<file path="src/rtl/period_abs_sum_ctrl_if.sv">
// Bus bundle for period_abs_sum_ctrl: input word stream, abs-sum datapath link,
// period result stream and control inputs.
interface period_abs_sum_ctrl_if #(
    parameter int unsigned ACC_W = 32
);
    logic             Enable;
    logic [ACC_W-1:0] Threshold;

    logic [127:0]     InData;
    logic             InValid;
    logic             InReady;

    logic [127:0]     DpData;
    logic [31:0]      DpAbsSum;

    logic [ACC_W-1:0] OutSum;
    logic             OutDetect;
    logic             OutValid;
    logic             OutReady;

    logic [15:0]      PeriodCnt;

    // Environment side: sample producer, abs-sum datapath and result consumer
    modport master (
        output Enable, Threshold, InData, InValid, DpAbsSum, OutReady,
        input  InReady, DpData, OutSum, OutDetect, OutValid, PeriodCnt
    );

    // Controller side
    modport slave (
        input  Enable, Threshold, InData, InValid, DpAbsSum, OutReady,
        output InReady, DpData, OutSum, OutDetect, OutValid, PeriodCnt
    );
endinterface

</file>
<file path="src/rtl/period_abs_sum_ctrl.sv">
// Period abs-sum controller: feeds one 128-bit word per cycle to an external
// abs-sum datapath, accumulates WORDS_PER_PERIOD results and reports the period
// total with a strict threshold compare on a valid/ready result port.
module period_abs_sum_ctrl #(
    parameter int unsigned WORDS_PER_PERIOD = 4,
    parameter int unsigned ACC_W            = 32
) (
    input logic                  clk,
    input logic                  rst,
    period_abs_sum_ctrl_if.slave bus
);

    localparam int unsigned CNT_W    = 16;
    localparam int unsigned DATA_W   = 128;
    localparam int unsigned PCNT_W   = 16;

    typedef enum logic [1:0] {
        ST_IDLE  = 2'd0,
        ST_ACCUM = 2'd1,
        ST_HOLD  = 2'd2
    } state_t;

    state_t              r_state;
    state_t              w_state_next;

    logic [DATA_W-1:0]   r_dp_data;
    logic                r_pipe_valid;
    logic                r_pipe_first;
    logic                r_pipe_last;
    logic [CNT_W-1:0]    r_word_cnt;
    logic [ACC_W-1:0]    r_acc;
    logic [ACC_W-1:0]    r_thr;
    logic [ACC_W-1:0]    r_out_sum;
    logic                r_out_detect;
    logic                r_out_valid;
    logic [PCNT_W-1:0]   r_period_cnt;

    logic                w_in_ready;
    logic                w_accept;
    logic                w_word_first;
    logic                w_word_last;
    logic                w_pipe_done;
    logic                w_out_take;
    logic [ACC_W-1:0]    w_abs_ext;
    logic [ACC_W-1:0]    w_acc_next;

    // Word position, pipe completion and result handshake decodes
    always_comb begin
        w_accept     = bus.InValid & w_in_ready;
        w_word_first = (r_word_cnt == '0);
        w_word_last  = (r_word_cnt == CNT_W'(WORDS_PER_PERIOD - 1));
        w_pipe_done  = r_pipe_valid & r_pipe_last;
        w_out_take   = r_out_valid & bus.OutReady;
        w_abs_ext    = ACC_W'(bus.DpAbsSum);
        w_acc_next   = r_pipe_first ? w_abs_ext : (r_acc + w_abs_ext);
    end

    // State register
    always_ff @(posedge clk) begin
        if (rst) begin
            r_state <= ST_IDLE;
        end else begin
            r_state <= w_state_next;
        end
    end

    // Next-state and InReady; InReady is forced low during the reset cycle
    always_comb begin
        w_state_next = r_state;
        w_in_ready   = 1'b0;
        unique case (r_state)
            ST_IDLE: begin
                w_in_ready = bus.Enable;
                if (bus.InValid && bus.Enable) begin
                    w_state_next = ST_ACCUM;
                end
            end
            ST_ACCUM: begin
                // Stall while the closing word of the period is in the pipe
                w_in_ready = ~(r_pipe_valid & r_pipe_last);
                if (w_pipe_done) begin
                    w_state_next = ST_HOLD;
                end
            end
            ST_HOLD: begin
                if (w_out_take) begin
                    w_state_next = ST_IDLE;
                end
            end
            default: begin
                w_state_next = ST_IDLE;
            end
        endcase
        if (rst) begin
            w_in_ready = 1'b0;
        end
    end

    // Input stage: capture accepted word toward the datapath and track position
    always_ff @(posedge clk) begin
        if (rst) begin
            r_dp_data    <= '0;
            r_pipe_valid <= 1'b0;
            r_pipe_first <= 1'b0;
            r_pipe_last  <= 1'b0;
            r_word_cnt   <= '0;
        end else if (w_accept) begin
            r_dp_data    <= bus.InData;
            r_pipe_valid <= 1'b1;
            r_pipe_first <= w_word_first;
            r_pipe_last  <= w_word_last;
            r_word_cnt   <= w_word_last ? '0 : (r_word_cnt + CNT_W'(1));
        end else begin
            r_pipe_valid <= 1'b0;
            r_pipe_first <= 1'b0;
            r_pipe_last  <= 1'b0;
        end
    end

    // Threshold is frozen when a period opens so mid-period changes are ignored
    always_ff @(posedge clk) begin
        if (rst) begin
            r_thr <= '0;
        end else if (w_accept && (r_state == ST_IDLE)) begin
            r_thr <= bus.Threshold;
        end
    end

    // Accumulator: first word of a period loads, later words add
    always_ff @(posedge clk) begin
        if (rst) begin
            r_acc <= '0;
        end else if (r_pipe_valid) begin
            r_acc <= w_acc_next;
        end
    end

    // Result register: loaded when the last word lands, held until consumed
    always_ff @(posedge clk) begin
        if (rst) begin
            r_out_sum    <= '0;
            r_out_detect <= 1'b0;
            r_out_valid  <= 1'b0;
        end else if (w_pipe_done) begin
            r_out_sum    <= w_acc_next;
            r_out_detect <= (w_acc_next > r_thr);
            r_out_valid  <= 1'b1;
        end else if (w_out_take) begin
            r_out_valid  <= 1'b0;
        end
    end

    // Delivered-period counter, wraps naturally at 16 bits
    always_ff @(posedge clk) begin
        if (rst) begin
            r_period_cnt <= '0;
        end else if (w_out_take) begin
            r_period_cnt <= r_period_cnt + PCNT_W'(1);
        end
    end

    assign bus.InReady   = w_in_ready;
    assign bus.DpData    = r_dp_data;
    assign bus.OutSum    = r_out_sum;
    assign bus.OutDetect = r_out_detect;
    assign bus.OutValid  = r_out_valid;
    assign bus.PeriodCnt = r_period_cnt;

endmodule

</file>
<file path="src/flat_wrapper.sv">
// flat-port wrapper written by rule: the top's interface ports become plain ports
module period_abs_sum_ctrl_flat 
#(
    parameter int unsigned WORDS_PER_PERIOD = 4,
    parameter int unsigned ACC_W            = 32
)
  (clk, rst, bus_Enable, bus_Threshold, bus_InData, bus_InValid, bus_DpAbsSum, bus_OutReady, bus_InReady, bus_DpData, bus_OutSum, bus_OutDetect, bus_OutValid, bus_PeriodCnt);
  period_abs_sum_ctrl_if #(.ACC_W(ACC_W)) bus_i ();
  input logic clk;
  input logic rst;
  input wire logic [$bits(bus_i.Enable)-1:0] bus_Enable;
  input wire logic [$bits(bus_i.Threshold)-1:0] bus_Threshold;
  input wire logic [$bits(bus_i.InData)-1:0] bus_InData;
  input wire logic [$bits(bus_i.InValid)-1:0] bus_InValid;
  input wire logic [$bits(bus_i.DpAbsSum)-1:0] bus_DpAbsSum;
  input wire logic [$bits(bus_i.OutReady)-1:0] bus_OutReady;
  output wire logic [$bits(bus_i.InReady)-1:0] bus_InReady;
  output wire logic [$bits(bus_i.DpData)-1:0] bus_DpData;
  output wire logic [$bits(bus_i.OutSum)-1:0] bus_OutSum;
  output wire logic [$bits(bus_i.OutDetect)-1:0] bus_OutDetect;
  output wire logic [$bits(bus_i.OutValid)-1:0] bus_OutValid;
  output wire logic [$bits(bus_i.PeriodCnt)-1:0] bus_PeriodCnt;
  assign bus_i.Enable = bus_Enable;
  assign bus_i.Threshold = bus_Threshold;
  assign bus_i.InData = bus_InData;
  assign bus_i.InValid = bus_InValid;
  assign bus_i.DpAbsSum = bus_DpAbsSum;
  assign bus_i.OutReady = bus_OutReady;
  assign bus_InReady = bus_i.InReady;
  assign bus_DpData = bus_i.DpData;
  assign bus_OutSum = bus_i.OutSum;
  assign bus_OutDetect = bus_i.OutDetect;
  assign bus_OutValid = bus_i.OutValid;
  assign bus_PeriodCnt = bus_i.PeriodCnt;
  period_abs_sum_ctrl #(.WORDS_PER_PERIOD(WORDS_PER_PERIOD), .ACC_W(ACC_W)) u_core (.clk(clk), .rst(rst), .bus(bus_i));
endmodule
</file>
<file path="config.mk">
export PLATFORM = sky130hd
export DESIGN_NAME = period_abs_sum_ctrl_flat
export DESIGN_NICKNAME = d
export VERILOG_FILES = /design/src/rtl/period_abs_sum_ctrl_if.sv /design/src/rtl/period_abs_sum_ctrl.sv /design/src/flat_wrapper.sv
export SDC_FILE = /design/constraint.sdc
export NUM_CORES = 1
export LEC_CHECK = 0
export BUFFER_PORTS_ARGS = -buffer_cell sky130_fd_sc_hd__clkbuf_2
export CORE_MARGIN = 2
export CORE_UTILIZATION = 55
export CTS_BUF_LIST = sky130_fd_sc_hd__clkbuf_4 sky130_fd_sc_hd__clkbuf_8 sky130_fd_sc_hd__clkbuf_16
export DETAILED_ROUTE_END_ITERATION = 12
export GPL_TIMING_DRIVEN = 0
export PLACE_DENSITY = 0.92
export SYNTH_ARGS = -nofsm -noshare
export SYNTH_HDL_FRONTEND = slang
export SYNTH_SLANG_ARGS = --single-unit
</file>
<file path="constraint.sdc">
create_clock -name clk -period 7.5 [get_ports clk]
set_input_delay 1.125 -clock clk [delete_from_list [all_inputs] [get_ports clk]]
set_output_delay 1.125 -clock clk [all_outputs]
set_load 0.03 [all_outputs]
</file>
# Word-level counts from Yosys, hierarchy flattened
# Cells that the tools add are included.
# Widths: inputs -> output; s select.
# totals
output_inout_bits	179
latchBits	0
n_memories	0
wordCells	45
regBits	263
mem_bits_rw	0
rom_bits	0
inputBits	197
# op_classes
n_mux	11
addsub	3
shift	0
bitwise	5
multipliers	0
n_div	0
n_reduce_logical	7
n_lt_le_gt_ge	1
eq_ne	6
# op_table
cell	count
$add 16x1->16 const B	2
$add 32x32->32	1
$gt 32x32->1	1
$mux 32	1
$eq 16x2->1 const B	1
$logic_not 16->1	1
$mux 16	1
$mux 2	3
$ne 2x1->1 const B	3
$pmux 2 s3	1
$mux 1	4
$and 1x1->1	3
$reduce_and 3->1	1
$eq 2x1->1 const B	1
$eq 2x2->1 const B	1
$logic_and 1x1->1	2
$logic_not 2->1	1
$not 1->1	2
$pmux 1 s2	1
$reduce_bool 2->1	1
$reduce_or 2->1	1

# Logic depth before layout (Yosys ltp)
# Gate-level depths: netlist (run 1).
# logic_depth
word_depth	7
ltp_mapped	19
depth_no_buf	19

# Worst setup path before layout (run 1)
# Ideal clock, no wire load.
# synth_path
path_type	input-to-reg
from	in bus_DpAbsSum[0]
to	reg u_core.r_out_detect, in the netlist u_core.bus.OutDetect
n_path_buf	0
t_required_ns	7.375
slack_ns	3.271
stages	17
arrival_ns	4.104
setup_ns	0.125
path_cell_list	ha_1 > fa_1 > a21o_1 > a21oi_2 > o21ai_2 > and4_2 > or2_4 > xnor2_1 > mux2i_1 > inv_1 > ha_1 > nand4_1 > or3_1 > nor3_1 > nand3_1 > o211ai_1 > a31oi_1
# synth_via
elab_chain_len	3
# synth_rtl
item	line_no	rtl
start: declaration	flat_wrapper.sv:15	input wire logic [$bits(bus_i.DpAbsSum)-1:0] bus_DpAbsSum;
$add 32x32->32	period_abs_sum_ctrl.sv:55	w_acc_next = r_pipe_first ? w_abs_ext : (r_acc + w_abs_ext);
$mux 32	period_abs_sum_ctrl.sv:55	
net u_core.w_acc_next[14]	period_abs_sum_ctrl.sv:45	logic [ACC_W-1:0] w_acc_next;
$gt 32x32->1	period_abs_sum_ctrl.sv:146	r_out_detect <= (w_acc_next > r_thr);
end signal: assignment	period_abs_sum_ctrl.sv:146	
end: declaration	period_abs_sum_ctrl.sv:34	logic r_out_detect;
# The timed path passes the listed nets, and every way through them passes these cells.
# A chain may end at the register's enable or synchronous reset.

# Worst setup path in the final report (run 1)
# Same ends and word-level chain as after synthesis.

==> results of run 1 <==
[critical path, cell delays in order]
cell and delay (ps):
clkbuf_2 120, ha_1 260, fa_1 420, a21o_1 190, a21oi_2 220, o21ai_2 120, and4_2 280, o211a_1 280
or3_1 340, a31oi_1 490, inv_1 130, ha_1 330, a21o_1 170, a21oi_1 140, o21ai_0 100, a21oi_1 140
a31oi_1 90
[layout make-up]
| cell class | instances | area share |
|---|---|---|
| diodes | 8 | 0.00129 |
| plain buffers | 91 | 0.0241 |
| clock buffers | 40 | 0.0549 |
| clock inverters | 11 | 0.00894 |
| inverters | 73 | 0.0176 |
| multi-input cells | 1128 | 0.411 |
| flip-flops and latches | 263 | 0.339 |
| well taps | 280 | 0.0226 |
| repair buffers | 374 | 0.121 |
[how the worst min path moves through the flow]
stage	endpoint	slack [ps]	from
after floorplan	u_core.r_thr[10]$_SDFFE_PP0P_	440	u_core.r_thr[10]$_SDFFE_PP0P_
after global placement	u_core.bus.DpData[98]$_SDFFE_PP0P_	440	u_core.bus.DpData[98]$_SDFFE_PP0P_
after detailed placement	u_core.r_thr[20]$_SDFFE_PP0P_	450	u_core.r_thr[20]$_SDFFE_PP0P_
after CTS	u_core.r_thr[20]$_SDFFE_PP0P_	460	u_core.r_thr[20]$_SDFFE_PP0P_
after global routing	u_core.r_thr[20]$_SDFFE_PP0P_	470	u_core.r_thr[20]$_SDFFE_PP0P_
final	u_core.r_thr[24]$_SDFFE_PP0P_	460	u_core.r_thr[24]$_SDFFE_PP0P_
[state kept, by name (all words and copies together), names as in the netlist, 2 cells and up]
signal,count
u_core.r_acc,32
u_core.bus.PeriodCnt,16
u_core.r_word_cnt,16
u_core.r_state,2
u_core.bus.DpData,128
u_core.bus.OutSum,32
u_core.r_thr,32
[through the flow]
step	util	std cells	hold slack, ps	setup slack [ps]
after floorplan	-	1555	436	3270
after global routing	0.709	2268	472	2840
after CTS	0.708	2260	455	3060
final	0.709	2268	456	2990
after global placement	0.663	2209	443	2630
after detailed placement	0.663	2209	447	2520
[kinds of logic after synthesis]
family	count (synthesis)	share of synthesized area
compound gates	406	0.202
xor+xnor	47	0.0335
fa+ha+maj	67	0.0688
buf+inv	164	0.0527
flops	263	0.428
mux	18	0.0147
simple gates	590	0.200
[power by group through the flow]
stage	clock, W	combinational [W]	sequential (W)
floorplan	0	0.000339	0.00161
global placement	0	0.000636	0.00152
detailed placement	0	0.000654	0.00153
CTS	0.00147	0.000660	0.00150
global route	0.00153	0.000732	0.00151
finish	0.00147	0.000671	0.00150
[cell usage in the layout (no fill, tap or decap), drive strengths merged, types with 4 or more instances in the layout]
cell	Yosys	routed
xor2	25	25
inv	72	73
and3	11	11
mux2i	18	18
a311oi	4	4
dfxtp	263	263
nand4	19	19
clkbuf	87	501
o21ai	180	180
nor2b	6	6
xnor2	22	22
clkinv	1	6
or3	13	13
o31ai	4	4
buf	4	4
nor2	111	111
a211o	4	4
diode	0	8
a21o	24	24
a31oi	11	11
ha	66	66
nor3	11	11
nand3	21	21
and2	7	7
o211ai	6	6
a211oi	41	41
o21bai	4	4
a21oi	94	94
nand2	376	376
o21a	4	4
[per-layer routing]
layer,vias to the layer above,share of wire,global-route usage
met3,161,0.11,0.117
met1,5961,0.37,0.428
li1,6117,-,-
met2,712,0.47,0.611
met5,-,0,0
met4,0,0.048,0.165
==> results.toml, run 1 <==
[status]
status = "completed"

[global_route]
grt_pass1_wl_mm = 68.3
grt_pass1_vias = 12900
grt_max_degree = 14
grt_overflow = 0
track_usage = 0.365
antenna_found_initial = 8

[placed_design]
placed_cell_area_um2 = 14500
io_buffers = 374
dpl.hpwl_mm = 34.9
gp_congestion = 0.995

[cts]
cts_tree = "yes"
hold_buffers = 0
post_cts_resized = 0
htreeDepth = 1
worst_skew_pair.late_latency_ps = 540
numCtsBuffers = 28
cts.sinks = 263
cts_setup_buffers = 0
clkTransAtPathRegs_ps = 60
clockBufferDepth = 3
cts-root-buf = "clkbuf_16"

[synthesis]
synth.most_common_cell = "nand2_1"
yosys-top-cells-count = "nand2_1 (376), dfxtp_1 (263), o21ai_0 (176), nor2_1 (111), a21oi_1 (93)"
synth.area.top_cells = "dfxtp_1 (43%), nand2_1 (11%), o21ai_0 (7.2%)"
netlist.area_leader.share = 0.428
ys_warn_count = 0
synth_edf_count = 0
async_reset_ff_frac = 0
synth_cell_types = 69
synth_area_um2 = 12300
syn_nets = 1819
syn_inst = 1555
ys_ff_latch = 263
ys_seq_area_frac = 0.428
syn_avg_cell_area_um2 = 7.91
synth-main-ff-cell = "dfxtp_1"
yosysTopAreaCell = "dfxtp_1"

[timing]
finalHoldViolCount = 0
tightest_slew_ps = 843
skew_ps = 11.7
finalSetupViolCount = 0
fin_setup_tns_ps = 0
rsz0062_at_grt = "no"
min_period_over_period = 0.601
slew_headroom = 0.434
slew_viol_final = 0
min_period_ps = 4510
max_freq_mhz = 222

[hold_path]
hold_path_depth = 2
hold_class = "reg2reg"

[worst_setup_path]
reg2reg_depth = 16
worst-path-max-fanout = 5
cp-startpoint = "bus_DpAbsSum[0]"
reg2reg_slack_ps = 3400
end_kind = "register"
timing.rr.end = "u_core.bus.OutDetect$_SDFFE_PP0P_"
r2r_start = "u_core.r_acc[0]$_SDFFE_PP0P_"
startpoint_type = "primary input"
worst_ep_arrival_time_ps = 4930
crit_required_ps = 7920
path_class = "in2reg"
crit_path_end = "u_core.bus.OutDetect$_SDFFE_PP0P_"

[floorplanning]
die_y_um = 154
die_w_um = 154
die_area_um2 = 23600
core_area_um2 = 21900
start_util = 0.562
rows = 54
ios = 376

[layout]
fillCellCount = 1745
finalInstanceArea_um2 = 15500
multi_input_area_um2 = 6380
nNetsFinal = 2223
areaGrowthSynthToFinish_pct = 26.3
layout-drive-gt1-share = 0.228
regArea_um2 = 5270

[drt]
ant_nets = 0
drt_wl_total_mm = 45.0
routed_via_density = 5.71
first_iter_violations = 1195
drc_errors = 0
first_pass_iters = 9
wl_per_cell_um = 19.9
vias = 13000

[pwr]
powerDensity_nw_per_um2 = 235
switching_power_w = 0.00106
power_frac_comb = 0.184
power_frac_seq = 0.412
fin_total_pwr_w = 0.00364
p_clk_frac = 0.404
p_int_w = 0.00258
p_leak_nw = 6.95
switching_share = 0.291
peakVddDrop_mv = 0.215

[run]
cap_violations = 0
(Power assumes the default switching activity.)
==> inputs of run 2 (changes only) <==
- CORE_UTILIZATION: 55 -> 47
- PLACE_DENSITY: 0.92 -> 0.84
- clock period: 7.5 -> 4.1 ns (I/O delays scaled with it)
==> run 2 against run 1 <==
Die area is 17% higher. Design area is 1.1% higher. Flip-flop and latch count stayed put. Clock power is 92% higher. Total power is 87% higher. Worst hold slack worse by 200 ps. First-iteration DRC count is 3.6% higher. Final cell count is 2.7% higher. Sequential share of layout area is 0.36 points lower. Clock-buffer cell count is 2 lower.
==> results.toml, run 2 (synthesis gave the netlist of run 1 again) <==
[pwr]
powerDensity_nw_per_um2 = 434
p_leak_nw = 6.97
peakVddDrop_mv = 0.303
fin_total_pwr_w = 0.00680

[layout]
largest_reg_flops = 128
regArea_um2 = 5270
mostFrequentLayoutCell = "nand2_1"
fillCellCount = 2344
nNetsFinal = 2224
layout-drive-gt1-share = 0.233
layout_common_cells = "nand2_1 (375), clkbuf_2 (374), dfxtp_1 (263)"
areaGrowthSynthToFinish_pct = 27.7
fin_cells = 2330
multi_input_area_um2 = 6420
finalInstanceArea_um2 = 15700

[floorplanning]
die_w_um = 166
die_area_um2 = 27500
core_area_um2 = 25800
ios = 376
rows = 59
start_util = 0.476
die_y_um = 166

[placed_design]
dpl.hpwl_mm = 35.4
placed_cell_area_um2 = 14600
dpl.cell_count = 2264
io_buffers = 374
post-place-ws_ps = -298
gp_congestion = 0.996

[drt]
routed_via_density = 5.47
ant_nets = 0
first_iter_violations = 1238
drt_wl_total_mm = 45.1
first_pass_iters = 5
wl_per_cell_um = 19.3
drc_errors = 0
vias = 12700

[global_route]
grt_max_degree = 15
track_usage = 0.308
grt_pass1_vias = 12300
grt_pass1_wl_mm = 67.5
grt_overflow = 0
antenna_found_initial = 12

[timing]
finalSetupViolCount = 0
slew_headroom = 0.452
tightest_slew_ps = 821
skew_ps = 13.1
min_period_ps = 3980
worst_slack_ps = 120
max_freq_mhz = 251
min_period_over_period = 0.971
finalHoldViolCount = 0
slew_viol_final = 0

[cts]
cts-root-buf = "clkbuf_16"
clkTransAtPathRegs_ps = 60
cts_tree = "yes"
worst_skew_pair.late_latency_ps = 550
cts.sinks = 263
numCtsBuffers = 29
clockBufferDepth = 3
htreeDepth = 1

[run]
cap_violations = 0

[status]
status = "completed"

[worst_setup_path]
r2r_start = "u_core.r_acc[0]$_SDFFE_PP0P_"
worst-path-max-fanout = 5
crit_required_ps = 4520
startpoint_type = "register"
cp-startpoint = "u_core.r_acc[0]$_SDFFE_PP0P_"
worst_ep_arrival_time_ps = 4400
end_kind = "register"
path_class = "reg2reg"

[hold_path]
hold_class = "in2reg"
min_from = "bus_InData[37]"
## run 2: cell type report
| type | count | area share |
|---|---|---|
| flip-flops and latches | 263 | 0.335 |
| inverters | 73 | 0.0175 |
| multi-input cells | 1128 | 0.409 |
| clock inverters | 15 | 0.0132 |
| plain buffers | 90 | 0.0236 |
| clock buffers | 38 | 0.0525 |
| diodes | 13 | 0.00207 |
| repair buffers | 375 | 0.120 |
| well taps | 335 | 0.0267 |
## run 2: repair_timing
action	4_1_cts	5_1_grt
hold buffers	0	0
gates resized for setup	0	8
endpoints found under the hold margin	0	0
setup endpoints to repair	0	1
setup buffers	0	1
## run 2: critical path: stages (launching register included)
cell,delay (ps)
dfxtp_1,310
ha_1,240
fa_1,410
a21o_1,220
a21oi_4,200
o21ai_2,110
and4_2,280
o211a_1,260
or3_1,310
a31oi_1,440
inv_1,100
ha_1,310
a21o_1,160
a21oi_1,140
o21ai_0,120
a21oi_1,160
a31oi_1,100
## run 2: worst paths after layout
kind                                        end  slack, ps  cells after the start
max           u_core.bus.OutDetect$_SDFFE_PP0P_        120                     16
max reg2reg   u_core.bus.OutDetect$_SDFFE_PP0P_        120                     16
min reg2reg       u_core.r_thr[24]$_SDFFE_PP0P_        450                      2
min          u_core.bus.DpData[37]$_SDFFE_PP0P_        260                      3
## run 2: power by group
part | internal (W) | total (W) | switching (W) | leakage (nW)
registers | 0.00267 | 0.00274 | 0.0000714 | 2.15
clock network | 0.00173 | 0.00282 | 0.00110 | 0.518
logic | 0.000429 | 0.00124 | 0.000807 | 4.31
total | 0.00483 | 0.00680 | 0.00198 | 6.97
## run 2: routing by layer
layer	wire length, um	share of wire	GRT usage
met4	1080	0.024	0.106
met3	4040	0.090	0.0760
met1	17800	0.39	0.374
met5	0	0	0
met2	22200	0.49	0.533
## run 2: metrics by stage
stage | TNS [ps] | hold slack (ps) | utilization
2_1_floorplan | 0 | 436 | -
3_3_place_gp | -281 | 445 | 0.565
3_5_place_dp | -298 | 448 | 0.565
4_1_cts | 0 | 242 | 0.604
5_1_grt | -66.1 | 250 | 0.607
6_report | 0 | 259 | 0.607
==> inputs of run 3 (changes only) <==
- REMOVE_ABC_BUFFERS: default -> 1
- clock period: 4.1 -> 3.28 ns (I/O delays scaled with it)
==> run 3 against run 2 <==
The flow now finishes with violations (negative setup slack). Sequential share of layout area grew 0.55 points. Via count shrank 4.9%. Worst hold slack lost 120 ps. Largest power group is now registers. Critical endpoint unchanged. Maximum frequency grew 8.7%. Flip-flop and latch count is the same. Wire length shrank 14%. First-iteration DRC count shrank 37%. Final cell count shrank 4.0%. Utilization shrank 0.93 points. Clock skew grew 7.9 ps. Clock power grew 4%.
==> results.toml, run 3 (synthesis gave the netlist of run 1 again) <==
[timing]
finalHoldViolCount = 0
tightest_slew_ps = 1110
min_period_ps = 3660
skew_ps = 21.0
rsz0062_at_grt = "yes"
min_period_over_period = 1.12
slew_viol_final = 0
worst_slack_ps = -382
max_freq_mhz = 273
finalSetupViolCount = 1
slew_headroom = 0.259

[global_route]
grt_overflow = 0
antenna_found_initial = 8
grt_pass1_vias = 11900
grt_pass1_wl_mm = 60.9
grt_max_degree = 229
track_usage = 0.269

[worst_setup_path]
reg2reg_slack_ps = -380
end_kind = "register"
worst_ep_arrival_time_ps = 4090
crit_required_ps = 3710
path_class = "reg2reg"
worst-path-max-fanout = 5
r2r_start = "u_core.r_acc[0]$_SDFFE_PP0P_"
reg2reg_depth = 17
startpoint_type = "register"
timing.rr.end = "u_core.bus.OutDetect$_SDFFE_PP0P_"

[status]
violations = "negative setup slack"
status = "complete, but fails checks"

[run]
cap_violations = 0

[cts]
cts_tree = "yes"
cts.sinks = 263
worst_skew_pair.late_latency_ps = 550
htreeDepth = 1
numCtsBuffers = 28
cts-root-buf = "clkbuf_16"
clkTransAtPathRegs_ps = 60
hold_buffers = 0
clockBufferDepth = 3

[layout]
multi_input_area_um2 = 6550
regArea_um2 = 5270
fillCellCount = 2293
nNetsFinal = 2147
finalInstanceArea_um2 = 15500
largest_reg_flops = 128
mostFrequentLayoutCell = "nand2_1"
areaGrowthSynthToFinish_pct = 25.7
layout-drive-gt1-share = 0.255
layout_common_cells = "nand2_1 (376), clkbuf_2 (374), dfxtp_1 (260)"

[drt]
routed_via_density = 5.42
first_iter_violations = 785
vias = 12100
ant_nets = 0
first_pass_iters = 5
drt_wl_total_mm = 38.7
wl_per_cell_um = 17.3
drc_errors = 0

[pwr]
p_int_w = 0.00557
switching_share = 0.294
power_frac_comb = 0.193
switching_power_w = 0.00232
peakVddDrop_mv = 0.413
p_clk_frac = 0.371
power_frac_seq = 0.436
p_leak_nw = 6.86
powerDensity_nw_per_um2 = 510

[floorplanning]
die_y_um = 166
die_w_um = 166
die_area_um2 = 27500
ios = 376
start_util = 0.476
rows = 59
core_area_um2 = 25800

[placed_design]
io_buffers = 375
dpl.hpwl_mm = 28.6
placed_cell_area_um2 = 14400
gp_congestion = 0.922
post-place-ws_ps = -1750

[hold_path]
hold-path-endpoint = "u_core.bus.DpData[102]$_SDFFE_PP0P_"
hold_path_depth = 3
min_from = "bus_InData[102]"
hold_class = "in2reg"
-- run 3: power groups by stage --
stage	Sequential, W	Combinational, W	Clock, W
floorplan	0.00369	0.000737	0
global placement	0.00350	0.00139	0
detailed placement	0.00350	0.00143	0
CTS	0.00343	0.00148	0.00298
global route	0.00345	0.00167	0.00311
finish	0.00343	0.00152	0.00293
-- run 3: per-layer routing --
metal | wire length, um | part of all wire | GRT usage | vias to the layer above
li1 | - | - | - | 5934
met1 | 15000 | 0.39 | 0.316 | 5622
met2 | 18500 | 0.48 | 0.461 | 462
met3 | 3470 | 0.090 | 0.0755 | 99
met5 | 0 | 0 | 0 | -
met4 | 1730 | 0.045 | 0.114 | 0
-- run 3: worst max-delay path, cell delays in order (launching register included) --
cell and delay (ps):
dfxtp_1 310, ha_2 210, fa_2 370, a21o_1 180, a21oi_2 170, o21ai_2 130, and4_4 230, or2_4 260
xnor2_1 140, mux2i_2 230, inv_1 90, ha_1 300, nand4_1 100, or3_4 380, nor3_4 190, nand3_1 110
o211ai_1 110, a31oi_1 50
-- run 3: cell type report --
cell class,instances,share of cell area
Multi-Input combinational cell,1128,0.424
Sequential cell,263,0.341
Timing Repair Buffer,389,0.134
Clock buffer,37,0.0509
Tap cell,335,0.0271
Inverter,73,0.0189
Clock inverter,5,0.00251
Antenna cell,7,0.00113
-- run 3: timing repair --
action / in CTS / in global routing
pin swaps: 6 / 5
gates resized for setup: 22 / 18
setup endpoints to repair: 36 / 1
cloned: 0 / 0
setup buffers: 5 / 2
endpoints found under the hold margin: 0 / 0
-- run 3: worst max-delay path by stage --
stage | cells past startpoint | slack (ps) | start | to
floorplan | 10 | -3220 | u_core.r_pipe_valid$_SDFF_PP0_ | u_core.r_word_cnt[13]$_SDFFE_PP0P_
global placement | 9 | -5580 | rst | u_core.r_word_cnt[15]$_SDFFE_PP0P_
detailed placement | 12 | -1750 | u_core.r_pipe_first$_SDFF_PP0_ | u_core.bus.OutDetect$_SDFFE_PP0P_
CTS | 14 | -330 | u_core.r_acc[18]$_SDFFE_PP0P_ | u_core.bus.OutDetect$_SDFFE_PP0P_
global route | 18 | -530 | u_core.r_acc[0]$_SDFFE_PP0P_ | u_core.bus.OutDetect$_SDFFE_PP0P_
finish | 17 | -380 | u_core.r_acc[0]$_SDFFE_PP0P_ | u_core.bus.OutDetect$_SDFFE_PP0P_
-- run 3: through the flow --
stage	instances	setup TNS (ps)	util	hold WS, ps	total power [W]
final	2237	-382	0.598	134	0.00788
after CTS	2228	-330	0.594	118	0.00790
after global routing	2237	-526	0.598	135	0.00823
after global placement	2174	-803350	0.550	442	0.00489
after floorplan	1464	-374970	-	430	0.00442
after detailed placement	2181	-7260	0.557	449	0.00493
